### src/rtl/fc8_vram_arbiter.sv
`default_nettype none
// ============================================================================
//  Module   : fc8_vram_arbiter
//  Purpose  : Arbitrates the single CPU-side read/write port of the FC8 64KB
//             dual-port VRAM between the CPU bus (requester 0) and the VRAM
//             DMA/fill engine (requester 1). One access is in flight at a
//             time: IDLE -> CMD -> RESP -> DONE, so there is one access every
//             4 cycles. All outputs are registered.
//  Config   : FC8_VRAM_ARB_RR_EN defined   -> round-robin on a tie.
//             FC8_VRAM_ARB_RR_EN undefined -> fixed priority, CPU wins a tie.
//  Ports    : clk, rst_n (async, active low)
//             cpu_req/we/addr/wdata_in, cpu_ack_out, cpu_rdata_out
//             dma_req/we/addr/wdata_in, dma_ack_out, dma_rdata_out
//             vram_cs/wr_en/addr/data_out, vram_data_in (read data valid in
//             the cycle after the cs cycle)
//             busy_out (state != IDLE), grant_id_out (0=CPU, 1=DMA)
//  Revision : 1.0  initial release
// ============================================================================
module fc8_vram_arbiter #(
  parameter int AWIDTH = 16,
  parameter int DWIDTH = 8
) (
  input  logic              clk,
  input  logic              rst_n,
  input  logic              cpu_req_in,
  input  logic              cpu_we_in,
  input  logic [AWIDTH-1:0] cpu_addr_in,
  input  logic [DWIDTH-1:0] cpu_wdata_in,
  output logic              cpu_ack_out,
  output logic [DWIDTH-1:0] cpu_rdata_out,
  input  logic              dma_req_in,
  input  logic              dma_we_in,
  input  logic [AWIDTH-1:0] dma_addr_in,
  input  logic [DWIDTH-1:0] dma_wdata_in,
  output logic              dma_ack_out,
  output logic [DWIDTH-1:0] dma_rdata_out,
  output logic              vram_cs_out,
  output logic              vram_wr_en_out,
  output logic [AWIDTH-1:0] vram_addr_out,
  output logic [DWIDTH-1:0] vram_data_out,
  input  logic [DWIDTH-1:0] vram_data_in,
  output logic              busy_out,
  output logic              grant_id_out
);

  typedef enum logic [1:0] {
    ST_IDLE = 2'd0,
    ST_CMD  = 2'd1,
    ST_RESP = 2'd2,
    ST_DONE = 2'd3
  } state_t;

  state_t              state_q, state_d;
  logic                grant_id_q, grant_id_d;
  logic                we_q, we_d;        // access direction, kept past CMD
  logic                cs_q, cs_d;
  logic                wr_en_q, wr_en_d;
  logic [AWIDTH-1:0]   addr_q, addr_d;
  logic [DWIDTH-1:0]   data_q, data_d;
  logic                cpu_ack_q, cpu_ack_d;
  logic                dma_ack_q, dma_ack_d;
  logic [DWIDTH-1:0]   cpu_rdata_q, cpu_rdata_d;
  logic [DWIDTH-1:0]   dma_rdata_q, dma_rdata_d;
  logic                busy_q, busy_d;

  logic                any_req;
  logic                win;               // 1 = DMA wins this arbitration

  assign any_req = cpu_req_in | dma_req_in;

`ifdef FC8_VRAM_ARB_RR_EN
  // Last-winner pointer; resets to DMA so the first tie goes to the CPU.
  logic last_q, last_d;

  always_comb begin
    win    = dma_req_in;
    if (cpu_req_in && dma_req_in) begin
      win = ~last_q;
    end
    last_d = last_q;
    if (state_q == ST_IDLE && any_req) begin
      last_d = win;
    end
  end

  always_ff @(posedge clk or negedge rst_n) begin
    if (!rst_n) begin
      last_q <= 1'b1;
    end else begin
      last_q <= last_d;
    end
  end
`else
  assign win = dma_req_in & ~cpu_req_in;
`endif

  always_comb begin
    state_d     = state_q;
    grant_id_d  = grant_id_q;
    we_d        = we_q;
    cs_d        = cs_q;
    wr_en_d     = wr_en_q;
    addr_d      = addr_q;
    data_d      = data_q;
    cpu_ack_d   = cpu_ack_q;
    dma_ack_d   = dma_ack_q;
    cpu_rdata_d = cpu_rdata_q;
    dma_rdata_d = dma_rdata_q;

    case (state_q)
      ST_IDLE: begin
        if (any_req) begin
          state_d    = ST_CMD;
          grant_id_d = win;
          we_d       = win ? dma_we_in    : cpu_we_in;
          addr_d     = win ? dma_addr_in  : cpu_addr_in;
          data_d     = win ? dma_wdata_in : cpu_wdata_in;
          cs_d       = 1'b1;
          wr_en_d    = win ? dma_we_in    : cpu_we_in;
        end
      end
      ST_CMD: begin
        // addr/data keep their values to avoid needless toggling.
        state_d = ST_RESP;
        cs_d    = 1'b0;
        wr_en_d = 1'b0;
      end
      ST_RESP: begin
        state_d = ST_DONE;
        if (grant_id_q) begin
          dma_ack_d = 1'b1;
          if (!we_q) dma_rdata_d = vram_data_in;
        end else begin
          cpu_ack_d = 1'b1;
          if (!we_q) cpu_rdata_d = vram_data_in;
        end
      end
      default: begin // ST_DONE
        state_d   = ST_IDLE;
        cpu_ack_d = 1'b0;
        dma_ack_d = 1'b0;
      end
    endcase

    busy_d = (state_d != ST_IDLE);
  end

  always_ff @(posedge clk or negedge rst_n) begin
    if (!rst_n) begin
      state_q     <= ST_IDLE;
      grant_id_q  <= 1'b0;
      we_q        <= 1'b0;
      cs_q        <= 1'b0;
      wr_en_q     <= 1'b0;
      addr_q      <= '0;
      data_q      <= '0;
      cpu_ack_q   <= 1'b0;
      dma_ack_q   <= 1'b0;
      cpu_rdata_q <= '0;
      dma_rdata_q <= '0;
      busy_q      <= 1'b0;
    end else begin
      state_q     <= state_d;
      grant_id_q  <= grant_id_d;
      we_q        <= we_d;
      cs_q        <= cs_d;
      wr_en_q     <= wr_en_d;
      addr_q      <= addr_d;
      data_q      <= data_d;
      cpu_ack_q   <= cpu_ack_d;
      dma_ack_q   <= dma_ack_d;
      cpu_rdata_q <= cpu_rdata_d;
      dma_rdata_q <= dma_rdata_d;
      busy_q      <= busy_d;
    end
  end

  assign cpu_ack_out    = cpu_ack_q;
  assign cpu_rdata_out  = cpu_rdata_q;
  assign dma_ack_out    = dma_ack_q;
  assign dma_rdata_out  = dma_rdata_q;
  assign vram_cs_out    = cs_q;
  assign vram_wr_en_out = wr_en_q;
  assign vram_addr_out  = addr_q;
  assign vram_data_out  = data_q;
  assign busy_out       = busy_q;
  assign grant_id_out   = grant_id_q;

endmodule
`default_nettype wire
### config.mk
export PLATFORM = sky130hd
export DESIGN_NAME = fc8_vram_arbiter
export DESIGN_NICKNAME = d
export VERILOG_FILES = /design/src/rtl/fc8_vram_arbiter.sv
export SDC_FILE = /design/constraint.sdc
export NUM_CORES = 1
export LEC_CHECK = 0
export ABC_CLOCK_PERIOD_IN_PS = 1800
export CORE_ASPECT_RATIO = 1.25
export CORE_MARGIN = 2
export CORE_UTILIZATION = 40
export CTS_CLUSTER_DIAMETER = 30
export DETAILED_ROUTE_END_ITERATION = 8
export GPL_ROUTABILITY_DRIVEN = 0
export GPL_TIMING_DRIVEN = 0
export PLACE_DENSITY = 0.8
export SLEW_MARGIN = 20
export SYNTH_ARGS = -nofsm -noshare
export SYNTH_HDL_FRONTEND = slang
export SYNTH_SLANG_ARGS = --single-unit
### constraint.sdc
create_clock -name clk -period 1.8 [get_ports clk]
set_input_delay 0.36 -clock clk [delete_from_list [all_inputs] [get_ports clk]]
set_output_delay 0.36 -clock clk [all_outputs]
set_load 0.01 [all_outputs]
# After elaboration in Yosys (flattened, before gate mapping)

Cells that the tools add are included.

Flip-flop bits (word level): 49
Input bits: 62
Output and inout port bits: 46
Word-level logic and storage cells: 46

Eq/ne operators: 5
Mux-type cells: 13
Bitwise operators: 6
Reduce and logical (&&, ||, !) cells: 10

Operator list:

| cell                 | number |
|---|---|
| $mux W16             | 1 |
| $mux W8              | 1 |
| $pmux W1 S2          | 4 |
| $reduce_and A2 Y1    | 4 |
| $ne A2 B2 Y1 const B | 3 |
| $pmux W2 S3          | 1 |
| $reduce_and A3 Y1    | 2 |
| $mux W1              | 5 |
| $not A1 Y1           | 4 |
| $reduce_bool A2 Y1   | 2 |
| $eq A2 B1 Y1 const B | 1 |
| $eq A2 B2 Y1 const B | 1 |
| $logic_not A2 Y1     | 1 |
| $mux W2              | 1 |
| $reduce_or A2 Y1     | 1 |
| $and A1 B1 Y1        | 1 |
| $or A1 B1 Y1         | 1 |

# Logic depth before layout (Yosys ltp)

Depth after elaboration: 5
Depth in mapped cells: 7
Depth with buffers taken out: 5

# Worst setup path before layout

OpenSTA, ideal clock, no wires.

Path kind: register to register
Start point: register state_q[0]
End point: register cpu_rdata_q[0], in the netlist cpu_rdata_out[0]
Library setup time: 0.125 ns
Data arrival time: 1.340 ns
Required time: 1.675 ns
Setup slack: 0.335 ns
Stages on the path, launching flop included: 5
Path buffers: 0
Period minus slack after synthesis: 1.465 ns
Cells stage by stage: dfrtp_1 -> inv_1 -> ha_1 -> nor3b_4 -> mux2_2

Longest elaborated chain between the ends: 2

RTL lines:

| item                               | line | source |
|---|---|---|
| from (decl)                        | 53   | `state_t state_q, state_d;` |
| from (signal assigned)             | 163  | `state_q <= state_d;` |
| $eq A2 B2 Y1                       | 110  | `case (state_q)` |
| $reduce_and A3 Y1 (no source line) | n/a  |  |
| to (signal assigned)               | 172  | `cpu_rdata_q <= cpu_rdata_d;` |
| to (decl)                          | 62   | `logic [DWIDTH-1:0] cpu_rdata_q, cpu_rdata_d;` |

Every way passes these cells.
A chain may end at the register's enable or synchronous reset.

# Worst setup path after layout

Start point: register grant_id_q, in the netlist grant_id_out
End point: output grant_id_out

RTL lines:

| item                   | line | source |
|---|---|---|
| from (decl)            | 54   | `logic grant_id_q, grant_id_d;` |
| from (signal assigned) | 164  | `grant_id_q <= grant_id_d;` |
| to (decl)              | 43   | `output logic grant_id_out` |

No word-level cell between the ends.

==> impl_metrics.csv <==
group,metric,value,unit
logic_synthesis,synth_cells,181,
setup_path,path_max_fanout,6,
route,wire_per_inst,13.9,um
setup_path,slowest_delay,0.59,ns
setup_path,r2r_slack,0.15,ns
timing,drv_slew,0,
run,maxCapViolCount,0,
cells_and_area,syn2layout_area_growth,57.2,%
clocking,hold_buffers,0,
route,viasPerCell,4.81,
clocking,clk_latency,0.29,ns
floorplan,die_h,86.7,um
timing,worst_slack,0.0776,ns
clocking,cts_tree,"yes",
setup_path,worstPathCellList,"clkdlybuf4s50_1",
route,antenna_left,0,
min_path,min_path_type,"in -> async",
logic_synthesis,ys_ff_latch,49,
global_routing,grt_pass1_vias,1768,
pwr,power_leakage,1.47,nW
setup_path,crit_path_end_kind,"primary output",
pwr,p_per_area,1520,nW/um2
timing,skew,0.00451,ns
logic_synthesis,synthDistinctLibCells,30,
floorplan,io_pins,108,
setup_path,arrival,1.36,ns
clocking,cts_resized,0,
logic_synthesis,netlist_area,2190,um2
global_routing,grt_use_total,16.8,%
logic_synthesis,syn_nets,246,
logic_synthesis,yosysSeqAreaShare,56.0,%
clocking,cts_root_buf,"clkbuf_8",
clocking,cts.clk_slew.worst_paths,0.08,ns
setup_path,ff2ff_path_depth,4,
timing,rsz0062_at_grt,"no",
timing,setup_viol,0,
global_routing,grt_max_degree,31,
setup_path,reg2reg_from,"state_q[0]",
placed_design,dp_hpwl,3890,um
route,drtPass1Iterations,4,
logic_synthesis,yosysWarnings,0,
floorplan,start_util,40.8,%
global_routing,grt_pass1_wl,8160,um
setup_path,crit_buf_inv,1,
timing,fin_crit,1.72,ns
floorplan,die-width,70.2,um
setup_path,crit_type,"reg -> out",
clocking,numCtsBuffers,5,
timing,slew_headroom,68.9,%
global_routing,antenna_found_initial,0,
placed_design,pre_cts_ws,-0.124,ns
route,routed_wl,4990,um
pwr,total_power,5.24,mW
clocking,htreeDepth,2,
floorplan,rows,30,
floorplan,coreArea,5370,um2
cells_and_area,mostFrequentLayoutCell,"clkdlybuf4s50_1",
floorplan,dieArea,6090,um2
global_routing,grt.overflow.total,0,
clocking,cts_setup_buffers,0,
setup_path,r2r-end,"cpu_rdata_out[0]",
setup_path,cp_slowest_cell,"clkdlybuf4s50_1",
setup_path,cp.required,1.44,ns
logic_synthesis,synth.avg_cell_area,12.1,um2
route,post-route-drc-count,0,
cells_and_area,antenna_cells,0,
timing,max_freq,581,MHz
timing,hold_violations,0,
clocking,clock_path_buffers,2,
cells_and_area,drive_gt1_share,12.8,%
clocking,clock-sinks,49,
placed_design,numPortBuffers,107,
pwr,vdd_drop_max,0.000658,V
timing,fin_hold_ws,0.00809,ns
setup_path,critPathLaunch,"grant_id_out",
run_status,outcome,"completed",
setup_path,startpoint_type,"flop",
cells_and_area,finalNetCount,361,
route,vias,1733,
timing,worst_pin_slew,0.466,ns
cells_and_area,utilization,64.1,%
route,drtIter0Drc,63,
timing,fin_crit_sh,95.7,%
cells_and_area,fillCellCount,452,
cells_and_area,final_cell_mix,"clkdlybuf4s50_1 (106), dfrtp_1 (49), mux2i_1 (25), nand2_1 (24), o21ai_1 (21)",
setup_path,cp.depth,1,
setup_path,critPathTopFamily,"buffers and inverters",
-- cells in the mapped netlist --
| master | number | area share [%] |
|---|---|---|
| and3_1 | 1 | 0.29 |
| nand2_1 | 24 | 4.1 |
| dfrtp_1 | 49 | 56 |
| buf_12 | 2 | 1.8 |
| o32ai_1 | 1 | 0.40 |
| buf_6 | 2 | 1.0 |
| o21ai_0 | 5 | 1.1 |
| mux2i_1 | 25 | 11 |
| o21ai_1 | 21 | 4.8 |
| nand3b_1 | 1 | 0.34 |
| nor3b_4 | 1 | 0.86 |
| dlygate4sd1_1 | 1 | 0.40 |
| o21ai_2 | 1 | 0.40 |
| buf_4 | 2 | 0.69 |
| clkbuf_2 | 1 | 0.23 |
| or2_2 | 1 | 0.29 |
| o31ai_1 | 1 | 0.34 |
| a21oi_1 | 4 | 0.91 |
| a31oi_1 | 1 | 0.29 |
| mux2_2 | 16 | 8.2 |
| buf_2 | 1 | 0.23 |
| and2b_2 | 1 | 0.40 |
| ha_1 | 3 | 1.7 |
| inv_1 | 5 | 0.86 |
| a221oi_1 | 1 | 0.40 |
| nor2b_2 | 1 | 0.40 |
| nor3_1 | 2 | 0.46 |
| or3_2 | 1 | 0.34 |
| a21o_1 | 1 | 0.34 |
| nor2_1 | 5 | 0.86 |
-- per-layer routing --
metal	routed length, um	global-route usage [%]	vias to the layer above
li1	-	-	856
met1	2030	21.1	809
met2	2600	28.7	61
met3	273	3.02	7
met4	91	6.99	0
met5	0	0	-
-- final cells by class --
cell class                 count  area, um2  share of cell area [%]
buffer                         9       96.3                    2.80
inverter                       5       18.8                   0.545
clock buffer                   7       86.3                    2.51
multi-input combinational    118        848                    24.6
timing repair buffer         108       1090                    31.6
tap                           64       80.1                    2.33
sequential                    49       1230                    35.6
-- per-stage QoR --
| step | TNS, ns | instances | area (um2) |
|---|---|---|---|
| floorplan | 0 | 181 | 2190 |
| global placement | -50.07 | 352 | 3340 |
| detailed placement | -1.80 | 353 | 3360 |
| CTS | 0 | 360 | 3440 |
| global route | 0 | 360 | 3440 |
| finish | 0 | 360 | 3440 |
-- registers in the layout, summed over array words and instances (netlist names) --
| signal | count |
|---|---|
| vram_addr_out | 16 |
| cpu_rdata_out | 8 |
| dma_rdata_out | 8 |
| vram_data_out | 8 |
| state_q | 2 |
| busy_out | 1 |
| cpu_ack_out | 1 |
| dma_ack_out | 1 |
| grant_id_out | 1 |
| vram_cs_out | 1 |
| vram_wr_en_out | 1 |
| we_q | 1 |
-- report_power, final --
group          internal [mW]  total, mW  switching [mW]
combinational           1.55       2.65            1.10
sequential              1.65       1.95           0.296
clock                  0.305      0.639           0.334
-- cells by family (layout without fill, tap and decap cells) --
group           count (synthesis)  in the layout  synth area share [%]
mux                            41             41                  19.7
buf+inv                        14            129                  5.26
simple gates                   38             38                  8.34
fa+ha+maj                       3              3                  1.71
flops                          49             49                  56.0
compound gates                 36             36                  9.03
-- worst max path at each step --
stage                                   to  slack, ns
after CTS                     grant_id_out       0.06
after floorplan           cpu_rdata_out[0]       0.33
after global routing          grant_id_out       0.04
after global placement    vram_addr_out[8]      -0.99
final                         grant_id_out       0.08
after detailed placement  vram_addr_out[6]      -0.12
(Power assumes the default switching activity.)
==> variant: new RTL, same flow settings <==
Set the parameter `DWIDTH` to 12 (it was 8).
--- a/src/rtl/fc8_vram_arbiter.sv
+++ b/src/rtl/fc8_vram_arbiter.sv
@@ -18,7 +18,7 @@
 // ============================================================================
 module fc8_vram_arbiter #(
   parameter int AWIDTH = 16,
-  parameter int DWIDTH = 8
+  parameter int DWIDTH = 12
 ) (
   input  logic              clk,
   input  logic              rst_n,
Interface: changed (6 resized); port bits go from 108 to 132. No check against the original RTL was run, so the function may have changed too.
==> variant against the original RTL <==
- total power is 32% higher
- routed wire length is 21% higher
- combinational power is 21% higher
- area after synthesis is 20% higher
- worst setup slack better by 0.036 ns
- first-iteration DRC count is 9.5% higher
- sequential cell count is 12 higher
- global-route usage is 0.90 points higher
- clock skew is 0.0024 ns higher
- cell area is 25% higher
- clock power is 99% higher
- critical endpoint unchanged
- largest power group unchanged
- highest routed layer unchanged
==> variant: results (changes against the original RTL) <==
- Outcome: finished clean (unchanged)
- Sequential area share after synthesis: 0.580 (was 0.560)
- Global-route wire length before repair: 10.0 mm (was 8.16 mm)
- Multi-input comb cells: 138 (was 118)
- Htree depth: 3 (was 2)
- Worst hold slack: 0.460 ns (was 0.00809 ns)
- Arr. time, crit path: 1.33 ns (was 1.36 ns)
- Clkbuf count: 11 (was 7)
- Met2 WL: 2.97 mm (was 2.60 mm)
- Clock buffer count from CTS: 9 (was 5)
- GR Util met1: 0.216 (was 0.211)
- Wire length on met1: 2.48 mm (was 2.03 mm)
- Drt via density: 4.78 (was 4.81)
- Area of the multi-input gates: 1010 um2 (was 848 um2)
- Gr usage total: 0.177 (was 0.168)
- Seq power: 2.43 mW (was 1.95 mW)
- Worst vdd ir: 0.896 mV (was 0.658 mV)
- Worst-Skew Late Latency: 0.33 ns (was 0.29 ns)
- Largest net degree at the start of global routing: 39 (was 31)
- P_clk: 1.27 mW (was 639 uW)
- M3 GR Usage: 0.0526 (was 0.0302)
- Slowest cell delay on critical path: 0.56 ns (was 0.59 ns)
- Metal3 WL: 426 um (was 273 um)
- R2R depth: 5 (was 4)
- Post-synth top cells: dfrtp_1 (61), mux2i_1 (29), nand2_1 (28) (was dfrtp_1 (49), mux2i_1 (25), nand2_1 (24))
- Layout cell share with drive strength beyond 1: 0.142 (was 0.128)
- Switching part of the total: 0.315 (was 0.331)
- Mean Syn Cell Area: 12.2 um2 (was 12.1 um2)
- Non-clk bufs: 145 (was 117)
- Reg-to-Reg End: cpu_rdata_out[2]$_DFFE_PN0P_ (was cpu_rdata_out[0]$_DFFE_PN0P_)
- Sequential cells: 61 (was 49)
- Synthesized netlist net count: 293 (was 246)
- Port buffer count: 131 (was 107)
- Drt first-iter violations: 69 (was 63)
variant: changes by cell type after synthesis, sizes merged, moves of 2 or more:
cell    change
mux2        +8
buf         +2
nand2       +4
clkbuf      +2
o21ai       +4
dfrtp      +12
mux2i       +4
variant: per-stage QoR:
| step | util | std cells | setup TNS (ns) | setup WS (ns) |
|---|---|---|---|---|
| CTS | 0.661 | 452 | 0 | 0.00292 |
| finish | 0.663 | 452 | 0 | 0.114 |
| detailed placement | 0.628 | 435 | -7.11 | -0.288 |
| global placement | 0.625 | 434 | -98.52 | -1.50 |
| global route | 0.663 | 452 | -0.00373 | -0.00373 |
| floorplan | - | 216 | 0 | 0.248 |
variant: kinds of logic (layout without fill, tap and decap cells):
family                   count (synthesis)  count (layout)  share of synthesized area
flip-flops                              61              61                      0.580
multiplexers                            53              53                      0.213
AND/OR/NAND/NOR                         42              42                     0.0732
AO/OA/AOI/OAI                           40              40                     0.0812
buffers and inverters                   17             166                     0.0390
adder cells (fa/ha/maj)                  3               3                     0.0143
